`src/rtl/uart_pkg.sv`:
```
// uart_pkg: shared state type and constants for the UART receive controller.
package uart_pkg;
  typedef enum logic [1:0] {DISABLED, ARMING, ACTIVE} rx_ctrl_state_e;
  localparam logic [15:0] CPB_MIN = 16'd4;
  localparam int ARM_CYCLES = 2;
  localparam int TO_BIT_TIMES = 32;
endpackage

```
`src/rtl/uart_rx_ctrl_if.sv`:
```
// uart_rx_ctrl_if: FIFO pop handshake between bus-side register logic and the controller.
interface uart_rx_ctrl_if;
  logic rd_req_i;
  logic rd_valid_o;
  logic [7:0] rd_data_o;
  modport master (output rd_req_i, input rd_valid_o, rd_data_o);
  modport slave (input rd_req_i, output rd_valid_o, rd_data_o);
endinterface

```
`src/rtl/uart_rx_fifo.sv`:
```
// uart_rx_fifo: synchronous byte FIFO with registered pop output and flush.
module uart_rx_fifo #(
  parameter int DEPTH = 8,
  localparam int LW = $clog2(DEPTH) + 1
) (
  input  logic          clk_i,
  input  logic          rst_i,
  input  logic          push_i,
  input  logic          pop_i,
  input  logic          flush_i,
  input  logic [7:0]    wdata_i,
  output logic          rvalid_o,
  output logic [7:0]    rdata_o,
  output logic          full_o,
  output logic          empty_o,
  output logic [LW-1:0] level_o
);
  logic [7:0] mem [DEPTH];
  logic [LW-1:0] wr_cnt, rd_cnt;
  assign level_o = wr_cnt - rd_cnt;
  assign full_o = level_o == LW'(DEPTH);
  assign empty_o = level_o == '0;
  always_ff @(posedge clk_i)
    if (push_i && !flush_i) mem[wr_cnt[LW-2:0]] <= wdata_i;
  always_ff @(posedge clk_i or posedge rst_i)
    if (rst_i) begin
      wr_cnt <= '0;
      rd_cnt <= '0;
      rvalid_o <= 1'b0;
      rdata_o <= '0;
    end else begin
      wr_cnt <= flush_i ? '0 : wr_cnt + LW'(push_i);
      rd_cnt <= flush_i ? '0 : rd_cnt + LW'(pop_i);
      rvalid_o <= pop_i && !flush_i;
      if (pop_i && !flush_i) rdata_o <= mem[rd_cnt[LW-2:0]];
    end
endmodule

```
`src/rtl/uart_rx_ctrl.sv`:
```
// uart_rx_ctrl: receiver enable/arming FSM, bit-period config, RX FIFO and interrupts.
// Optional idle timeout built when UART_RX_TIMEOUT_EN is defined.
module uart_rx_ctrl
  import uart_pkg::*;
#(
  parameter int DEPTH = 8,
  parameter logic [15:0] DEFAULT_CPB = 16'd87,
  localparam int LW = $clog2(DEPTH) + 1
) (
  input  logic           clk_i,
  input  logic           rst_i,
  input  logic           cfg_en_i,
  input  logic           cfg_we_i,
  input  logic [15:0]    cfg_wdata_i,
  output logic           cfg_err_o,
  output logic [15:0]    clks_per_bit_o,
  output logic           rx_rst_no,
  input  logic           rx_dv_i,
  input  logic [7:0]     rx_byte_i,
  uart_rx_ctrl_if.slave  rd,
  input  logic           flush_i,
  output logic [LW-1:0]  level_o,
  input  logic [LW-1:0]  watermark_i,
  output logic           intr_wm_o,
  output logic           intr_ovf_o,
  input  logic           ovf_clr_i,
  output logic           intr_to_o
);
  rx_ctrl_state_e state;
  logic arm_cnt, full, empty, push_req, push, pop, ovf_set;
  assign push_req = rx_dv_i && state == ACTIVE;
  assign pop = rd.rd_req_i && !empty && !flush_i;
  assign push = push_req && (!full || pop);
  assign ovf_set = push_req && full && !pop && !flush_i;
  assign intr_wm_o = watermark_i != '0 && level_o >= watermark_i;
  always_ff @(posedge clk_i or posedge rst_i)
    if (rst_i) begin
      state <= DISABLED;
      arm_cnt <= 1'b0;
      rx_rst_no <= 1'b0;
      clks_per_bit_o <= DEFAULT_CPB;
      cfg_err_o <= 1'b0;
      intr_ovf_o <= 1'b0;
    end else begin
      cfg_err_o <= cfg_we_i && state != DISABLED;
      if (cfg_we_i && state == DISABLED) clks_per_bit_o <= cfg_wdata_i < CPB_MIN ? CPB_MIN : cfg_wdata_i;
      intr_ovf_o <= ovf_set || (intr_ovf_o && !ovf_clr_i);
      if (!cfg_en_i) begin
        state <= DISABLED;
        rx_rst_no <= 1'b0;
        arm_cnt <= 1'b0;
      end else if (state == DISABLED) begin
        state <= ARMING;
        rx_rst_no <= 1'b1;
        arm_cnt <= 1'b0;
      end else if (state == ARMING) begin
        arm_cnt <= arm_cnt + 1'b1;
        if (arm_cnt == 1'(ARM_CYCLES - 1)) state <= ACTIVE;
      end
    end
  uart_rx_fifo #(.DEPTH(DEPTH)) u_fifo (
    .clk_i    (clk_i),
    .rst_i    (rst_i),
    .push_i   (push),
    .pop_i    (pop),
    .flush_i  (flush_i),
    .wdata_i  (rx_byte_i),
    .rvalid_o (rd.rd_valid_o),
    .rdata_o  (rd.rd_data_o),
    .full_o   (full),
    .empty_o  (empty),
    .level_o  (level_o)
  );
`ifdef UART_RX_TIMEOUT_EN
  // Idle is measured in whole bit times so the timeout tracks the configured baud rate.
  logic [15:0] tick;
  logic [4:0] bits;
  rx_ctrl_state_e state_d;
  logic activity, restart, bit_done;
  assign activity = push || pop || flush_i;
  assign restart = activity || state != state_d;
  assign bit_done = tick == clks_per_bit_o - 16'd1;
  always_ff @(posedge clk_i or posedge rst_i)
    if (rst_i) begin
      tick <= '0;
      bits <= '0;
      state_d <= DISABLED;
      intr_to_o <= 1'b0;
    end else begin
      state_d <= state;
      tick <= (restart || bit_done) ? '0 : tick + 16'd1;
      bits <= restart ? '0 : bits + 5'(bit_done);
      intr_to_o <= activity ? 1'b0 : intr_to_o || (!restart && bit_done && bits == 5'(TO_BIT_TIMES - 1) && !empty && state == ACTIVE);
    end
`else
  assign intr_to_o = 1'b0;
`endif
endmodule
```
`src/flat_wrapper.sv`:
```
// flat-port wrapper written by rule: the top's interface ports become plain ports
module uart_rx_ctrl_flat import uart_pkg::*;
#(
  parameter int DEPTH = 8,
  parameter logic [15:0] DEFAULT_CPB = 16'd87,
  localparam int LW = $clog2(DEPTH) + 1
)
  (clk_i, rst_i, cfg_en_i, cfg_we_i, cfg_wdata_i, cfg_err_o, clks_per_bit_o, rx_rst_no, rx_dv_i, rx_byte_i, flush_i, level_o, watermark_i, intr_wm_o, intr_ovf_o, ovf_clr_i, intr_to_o, rd_rd_req_i, rd_rd_valid_o, rd_rd_data_o);
  uart_rx_ctrl_if rd_i ();
  input  logic clk_i;
  input  logic rst_i;
  input  logic cfg_en_i;
  input  logic cfg_we_i;
  input  logic [15:0] cfg_wdata_i;
  output logic cfg_err_o;
  output logic [15:0] clks_per_bit_o;
  output logic rx_rst_no;
  input  logic rx_dv_i;
  input  logic [7:0] rx_byte_i;
  input  logic flush_i;
  output logic [LW-1:0] level_o;
  input  logic [LW-1:0] watermark_i;
  output logic intr_wm_o;
  output logic intr_ovf_o;
  input  logic ovf_clr_i;
  output logic intr_to_o;
  input wire logic [$bits(rd_i.rd_req_i)-1:0] rd_rd_req_i;
  output wire logic [$bits(rd_i.rd_valid_o)-1:0] rd_rd_valid_o;
  output wire logic [$bits(rd_i.rd_data_o)-1:0] rd_rd_data_o;
  assign rd_i.rd_req_i = rd_rd_req_i;
  assign rd_rd_valid_o = rd_i.rd_valid_o;
  assign rd_rd_data_o = rd_i.rd_data_o;
  uart_rx_ctrl #(.DEPTH(DEPTH), .DEFAULT_CPB(DEFAULT_CPB)) u_core (.clk_i(clk_i), .rst_i(rst_i), .cfg_en_i(cfg_en_i), .cfg_we_i(cfg_we_i), .cfg_wdata_i(cfg_wdata_i), .cfg_err_o(cfg_err_o), .clks_per_bit_o(clks_per_bit_o), .rx_rst_no(rx_rst_no), .rx_dv_i(rx_dv_i), .rx_byte_i(rx_byte_i), .rd(rd_i), .flush_i(flush_i), .level_o(level_o), .watermark_i(watermark_i), .intr_wm_o(intr_wm_o), .intr_ovf_o(intr_ovf_o), .ovf_clr_i(ovf_clr_i), .intr_to_o(intr_to_o));
endmodule
```
`config.mk`:
```
export PLATFORM = sky130hd
export DESIGN_NAME = uart_rx_ctrl_flat
export DESIGN_NICKNAME = d
export VERILOG_FILES = /design/src/rtl/uart_pkg.sv /design/src/rtl/uart_rx_ctrl_if.sv /design/src/rtl/uart_rx_fifo.sv /design/src/rtl/uart_rx_ctrl.sv /design/src/flat_wrapper.sv
export SDC_FILE = /design/constraint.sdc
export NUM_CORES = 1
export LEC_CHECK = 0
export BUFFER_PORTS_ARGS = -buffer_cell sky130_fd_sc_hd__clkbuf_2
export CAP_MARGIN = 0
export CORE_MARGIN = 2
export CORE_UTILIZATION = 38
export DETAILED_ROUTE_END_ITERATION = 12
export PLACE_DENSITY = 0.56
export REMOVE_ABC_BUFFERS = 1
export SYNTH_ARGS = -nofsm -noshare
export SYNTH_HDL_FRONTEND = slang
export SYNTH_SLANG_ARGS = --single-unit
```
`constraint.sdc`:
```
create_clock -name clk_i -period 7.9 [get_ports clk_i]
set_input_delay 1.975 -clock clk_i [delete_from_list [all_inputs] [get_ports clk_i]]
set_output_delay 1.975 -clock clk_i [all_outputs]
set_load 0.01 [all_outputs]
```
==> results of run 1 <==
where the power goes:
part	switching [mW]	leakage, nW	total [mW]	internal [mW]
Sequential	0.0244	1.06	0.641	0.616
Clock	0.185	0.140	0.431	0.246
Combinational	0.111	0.976	0.226	0.115
stage by stage:
stage          cell area (um^2)  worst slack [ps]  hold WS (ps)  utilization  power (mW)
2_1_floorplan              4260              3040           465            -       0.793
3_3_place_gp               4850              2810           449        0.442       0.877
3_5_place_dp               4850              2770           461        0.442       0.883
4_1_cts                    5140              2630           470        0.468        1.32
5_1_grt                    5140              2320           496        0.468        1.37
6_report                   5140              2700           463        0.468        1.30
path summary, 6_finish.rpt:
path / from / end
worst max-delay path: u_core.u_fifo.rd_cnt[2]$_DFF_PP0_ / intr_wm_o
worst min-delay path: u_core.clks_per_bit_o[6]$_DFFE_PP1P_ / u_core.clks_per_bit_o[6]$_DFFE_PP1P_
worst max register to register: u_core.u_fifo.rd_cnt[2]$_DFF_PP0_ / u_core.u_fifo.wr_cnt[2]$_DFF_PP0_
worst min register to register: u_core.clks_per_bit_o[6]$_DFFE_PP1P_ / u_core.clks_per_bit_o[6]$_DFFE_PP1P_
max in group asynchronous: rst_i / u_core.clks_per_bit_o[6]$_DFFE_PP1P_
min in group asynchronous: rst_i / u_core.u_fifo.rdata_o[1]$_DFFE_PP0P_
worst max-delay path: stages, from the launching register on:
cell      delay (ps)
dfrtp_1          670
clkinv_1         470
ha_1             460
a21oi_1          150
nand2_1           80
xnor2_1          440
ha_1             320
a21oi_1          120
nor2_1            50
clkbuf_2         130
state kept, by name (all words and copies together) (netlist names):
signal	cells
u_core.u_fifo.rvalid_o	1
u_core.intr_ovf_o	1
u_core.cfg_err_o	1
u_core.state	2
u_core.rx_rst_no	1
u_core.arm_cnt	1
u_core.u_fifo.wr_cnt	4
u_core.u_fifo.rdata_o	8
u_core.u_fifo.rd_cnt	4
u_core.clks_per_bit_o	16
u_core.u_fifo.mem	64
cells in the final DEF, fill, tap and decap left out, types with 6 or more instances in the layout:
| cell | n |
|---|---|
| buf_4 | 10 |
| clkbuf_16 | 9 |
| clkbuf_2 | 68 |
| dfrtp_1 | 34 |
| edfxtp_1 | 64 |
| ha_1 | 11 |
| inv_1 | 13 |
| mux2_4 | 8 |
| mux4_2 | 16 |
| nand2_1 | 71 |
| nor2_1 | 11 |
| nor2b_1 | 6 |
| nor4_1 | 9 |
cell families after synthesis:
family / count (synthesis) / synth area share
other: 1 / 0.000867
flip-flops: 103 / 0.672
adder cells (fa/ha/maj): 12 / 0.0365
multiplexers: 24 / 0.111
XOR/XNOR: 7 / 0.0142
buffers and inverters: 26 / 0.0258
AO/OA/AOI/OAI: 16 / 0.0258
AND/OR/NAND/NOR: 111 / 0.114
cell type report:
type,instances,area (um^2),share of cell area
timing repair buffer,78,415,0.0808
clock inverter,5,56.3,0.0109
tap,140,175,0.0341
sequential,103,2900,0.565
inverter,14,52.6,0.0102
clock buffer,11,233,0.0452
multi-input combinational,171,1310,0.254
routing by layer:
metal  routed length (um)  global-route usage  vias to the layer above
met2                 4140               0.236                       60
met1                 3940               0.203                     1271
met5                    0                   0                        -
met3                  370              0.0448                        8
met4                  104              0.0458                        0
li1                     -                   -                     1232
==> summary.md, run 1 <==
| Metric | Value |
|---|---|
| Post-synthesis cell area | `0.00432 mm^2` |
| Ys flop type | `edfxtp_1` |
| Clock tree from TritonCTS | `done` |
| Routed Antenna Nets | `0` |
| Status | `finished clean` |
| DR vias | `2,571` |
| Worst hold path class | `register to register` |
| Ant. Diodes | `0` |
| Power per cell area | `252 mW/mm^2` |
| Vias in the first global route | `2,635` |
| Post-synth top area cell | `edfxtp_1` |
| Total gr overflow | `0` |
| Crit Path Class | `register to output port` |
| Pre-antenna DRT Iters | `4` |
| # Post-CTS Setup Buffers | `0` |
| Via density | `4.93` |
| Slew Limit Headroom | `0.378` |
| Hold_buf cts | `0` |
| Sequential share of the synthesized area | `0.672` |
| Tcrit/Tclk final | `0.658` |
| Die area | `0.0122 mm^2` |
| Ports | `70` |
| Number of enable flip-flop cells after synthesis | `64` |
| P_leak | `2.18 nW` |
| Worst-Margin Slew | `933 ps` |
| CTS sink count | `103` |
| CP required | `5930 ps` |
| First-pass GRT wire length | `14,000 um` |
| Post-route insts no fill | `522` |
| Tmin final | `5200 ps` |
| CORE AREA | `0.0110 mm^2` |
| Routability Congestion | `0.754` |
| Crit path launch type | `register` |
| PortBufs | `68` |
| Critical Path End Type | `output port` |
| Row count | `38` |
| Final Setup Violations | `0` |
| Peak supply drop | `0.112 mV` |
| Post-cts resize count | `0` |
| Skew-Pair Late Insertion Delay | `340 ps` |
| Number of buffers created by CTS | `9` |
| Initial antenna violation count | `0` |
| Setup Total Neg Slack | `0 ps` |
| Die height | `111 um` |
| Max Freq | `192 MHz` |
| Final setup skew | `7.60 ps` |
| Starting Density | `0.394` |
| Largest net degree at the start of global routing | `40` |
| DR WL/cell | `16.4 um` |
| Avg Synthesized Cell Area | `14.4 um^2` |
| Total track usage | `0.150` |
| DR iter-0 viols | `175` |
| WL final | `8550 um` |
| H-tree Lvls | `3` |
| Crit path max fanout | `11` |
| Post-DP HPWL | `5730 um` |
| Cell with the most instances after synthesis | `nand2_1` |
| RSZ-0062 raised after global routing | `false` |
| Reg-to-reg slack, setup | `4360 ps` |
| Cells after DPL | `506` |
| Synthesis Warnings | `0` |
| Fillers | `948` |
| Synth async-reset ratio | `0.379` |
| Post-synth top cells | `nand2_1, edfxtp_1, dfrtp_1` |
| Clk slew on worst S/H paths | `60 ps` |
| Post-synth top area share | `0.445` |
| Deepest clock path buffer count | `2` |
| Layout Area Growth over Synthesis | `19.0%` |
| Synth Register Bits | `103` |
| Area contributors post-synth | `edfxtp_1, dfrtp_1, mux4_2` |
| Nets | `425` |
| Hold Path Stages | `2` |
| R2R depth | `11` |
| Netlist cell types | `37` |
| Arrival time at the worst endpoint | `3230 ps` |
| Share of layout cells above drive strength 1 | `0.317` |
| MaxCap Viol Count | `0` |
| Endpoints failing hold | `0` |
| Mapped Cells | `300` |
| Count of pins over their slew limit | `0` |
| Residual DRC | `0` |
| Clock Tree Root | `clkbuf_16` |
| Die width | `111 um` |
Note: power is estimated with default switching activity, not from simulation.
==> run 2, diff against run 1 <==
- clock period: 7.9 -> 5.02 ns (I/O delays scaled with it)
==> run 2 against run 1 <==
Compared with the run above:
- first-iteration DRC count is 4.0% higher
- worst setup slack lost 2100 ps
- combinational power is 60% higher
- sequential share of layout area is 0.15 points lower
- via count fell by 0.23%
- final area up 0.27%
- critical path depth unchanged
- largest cell class unchanged
==> summary.md, run 2 (same netlist as run 1, synthesis figures left out) <==
| Metric | Value |
|---|---|
| Power per cell area | `396 mW/mm^2 (was 252 mW/mm^2)` |
| CP max stage delay | `620 ps (was 670 ps)` |
| Tcrit/Tclk final | `0.881` |
| Peak supply drop | `0.212 mV (was 0.112 mV)` |
| Total gr overflow | `0 (unchanged)` |
| Final setup skew | `11.6 ps (was 7.60 ps)` |
| Post-DP HPWL | `5810 um (was 5730 um)` |
| DR iter-0 viols | `182 (was 175)` |
| Largest net degree at the start of global routing | `40 (unchanged)` |
| Slowest cell on the critical path | `dfrtp_1 (unchanged)` |
| Slew Limit Headroom | `0.525 (was 0.378)` |
| PortBufs | `68 (unchanged)` |
| Endpoints failing hold | `0 (unchanged)` |
| CORE AREA | `0.0110 mm^2 (unchanged)` |
| Number of buffers created by CTS | `9 (unchanged)` |
| Deepest clock path buffer count | `2 (unchanged)` |
| Final Setup Violations | `0 (unchanged)` |
| Via density | `4.90 (was 4.93)` |
| Ant. Diodes | `0 (unchanged)` |
| Cell family with most CP delay | `adder cells (unchanged)` |
| Vias in the first global route | `2,580 (was 2,635)` |
| Starting Density | `0.394 (unchanged)` |
| Status | `finished clean (unchanged)` |
| Total track usage | `0.145 (was 0.150)` |
| Clock tree from TritonCTS | `done (unchanged)` |
| First-pass GRT wire length | `13,800 um (was 14,000 um)` |
| Post-cts resize count | `0 (unchanged)` |
| Clock Tree Root | `clkbuf_16 (unchanged)` |
| Worst-Margin Slew | `713 ps (was 933 ps)` |
| Commonest cells after routing, fill and taps aside | `nand2_1, clkbuf_2, edfxtp_1 (unchanged)` |
| Pre-antenna DRT Iters | `4 (unchanged)` |
| Die height | `111 um (unchanged)` |
| # Post-CTS Setup Buffers | `0 (unchanged)` |
| Nets | `426 (was 425)` |
| MaxCap Viol Count | `0 (unchanged)` |
| Cells after DPL | `507 (was 506)` |
| WL final | `8530 um (was 8550 um)` |
| Crit path launch type | `register (unchanged)` |
| Max reg flops | `64 (unchanged)` |
| Hold_buf cts | `0 (unchanged)` |
| Routed Antenna Nets | `0 (unchanged)` |
| Routability Congestion | `0.739 (was 0.754)` |
| Commonest non-fill, non-tap cell in the layout | `nand2_1 (unchanged)` |
| Die area | `0.0122 mm^2 (unchanged)` |
| Crit Path Class | `register to output port (unchanged)` |
| Share of layout cells above drive strength 1 | `0.319 (was 0.317)` |
| RSZ-0062 raised after global routing | `false (unchanged)` |
| Max Freq | `226 MHz` |
| Ports | `70 (unchanged)` |
| Reg-to-reg slack, setup | `1600 ps (was 4360 ps)` |
| CP required | `3760 ps (was 5930 ps)` |
| P_leak | `2.19 nW (was 2.18 nW)` |
| Skew-Pair Late Insertion Delay | `340 ps (about the same)` |
| Crit path cell chain | `clkinv_1 -> ha_1 -> a21oi_1 -> nand2_1 -> xnor2_1 -> ha_1 -> a21oi_1 -> nor2_1 -> clkbuf_2 (unchanged)` |
| Tmin final | `4420 ps` |
| Critical Path End Type | `output port (unchanged)` |
| Crit path max fanout | `11 (unchanged)` |
| Row count | `38 (unchanged)` |
| Initial antenna violation count | `0 (unchanged)` |
| Worst hold path class | `register to register (unchanged)` |
| Count of pins over their slew limit | `0 (unchanged)` |
| Die width | `111 um (unchanged)` |
| DR WL/cell | `16.3 um (was 16.4 um)` |
| Layout Area Growth over Synthesis | `19.3% (was 19.0%)` |
| Clk slew on worst S/H paths | `70 ps (was 60 ps)` |
| Setup Total Neg Slack | `0 ps (unchanged)` |
| CTS sink count | `103 (unchanged)` |
| Arrival time at the worst endpoint | `3170 ps (was 3230 ps)` |
| DR vias | `2,565 (was 2,571)` |
| H-tree Lvls | `3 (unchanged)` |
| Post-route insts no fill | `523 (was 522)` |
| Crit path buffers/inverters | `2 (unchanged)` |
| Residual DRC | `0 (unchanged)` |
-- run 2: cell type report --
| type | count | area (um^2) |
|---|---|---|
| fillers | 985 | 5830 |
| flip-flops and latches | 103 | 2900 |
| multi-input cells | 171 | 1310 |
| repair buffers | 79 | 423 |
| clock buffers | 13 | 272 |
| well taps | 140 | 175 |
| inverters | 14 | 52.6 |
| clock inverters | 3 | 23.8 |
-- run 2: per-stage QoR --
stage               power [mW]  utilization  area [um^2]  setup slack [ps]  hold WS (ps)
finish                    2.04        0.470         5160               598           462
CTS                       2.07        0.470         5160               602           466
detailed placement        1.39        0.443         4860              1010           454
floorplan                 1.25            -         4260              1290           465
global route              2.14        0.470         5160               371           499
global placement          1.38        0.443         4860              1180           447
-- run 2: metal layers --
| layer | track usage | up-vias | part of all wire |
|---|---|---|---|
| li1 | - | 1242 | - |
| met1 | 0.208 | 1250 | 0.48 |
| met2 | 0.223 | 66 | 0.46 |
| met3 | 0.0328 | 7 | 0.048 |
| met4 | 0.0450 | 0 | 0.0090 |
| met5 | 0 | - | 0 |
-- run 2: power breakdown --
group / switching (mW) / total, mW / leakage, nW / internal, mW
sequential: 0.0361 / 1.01 / 1.06 / 0.970
combinational: 0.180 / 0.361 / 0.981 / 0.181
clock: 0.292 / 0.676 / 0.146 / 0.384
total: 0.508 / 2.04 / 2.19 / 1.54
-- run 2: worst paths after layout --
check | from | end | cells after the start
max | u_core.u_fifo.rd_cnt[2]$_DFF_PP0_ | intr_wm_o | 9
min | u_core.clks_per_bit_o[6]$_DFFE_PP1P_ | u_core.clks_per_bit_o[6]$_DFFE_PP1P_ | 2
max reg2reg | u_core.u_fifo.rd_cnt[2]$_DFF_PP0_ | u_core.u_fifo.wr_cnt[2]$_DFF_PP0_ | 11
min reg2reg | u_core.clks_per_bit_o[6]$_DFFE_PP1P_ | u_core.clks_per_bit_o[6]$_DFFE_PP1P_ | 2
max in group asynchronous | rst_i | u_core.clks_per_bit_o[1]$_DFFE_PP1P_ | 3
min in group asynchronous | rst_i | u_core.u_fifo.rdata_o[3]$_DFFE_PP0P_ | 3
-- run 2: worst min-delay path: stages (launching register included) --
cell     delay (ps)
dfstp_2         370
nand2_1          40
nand2_1          50
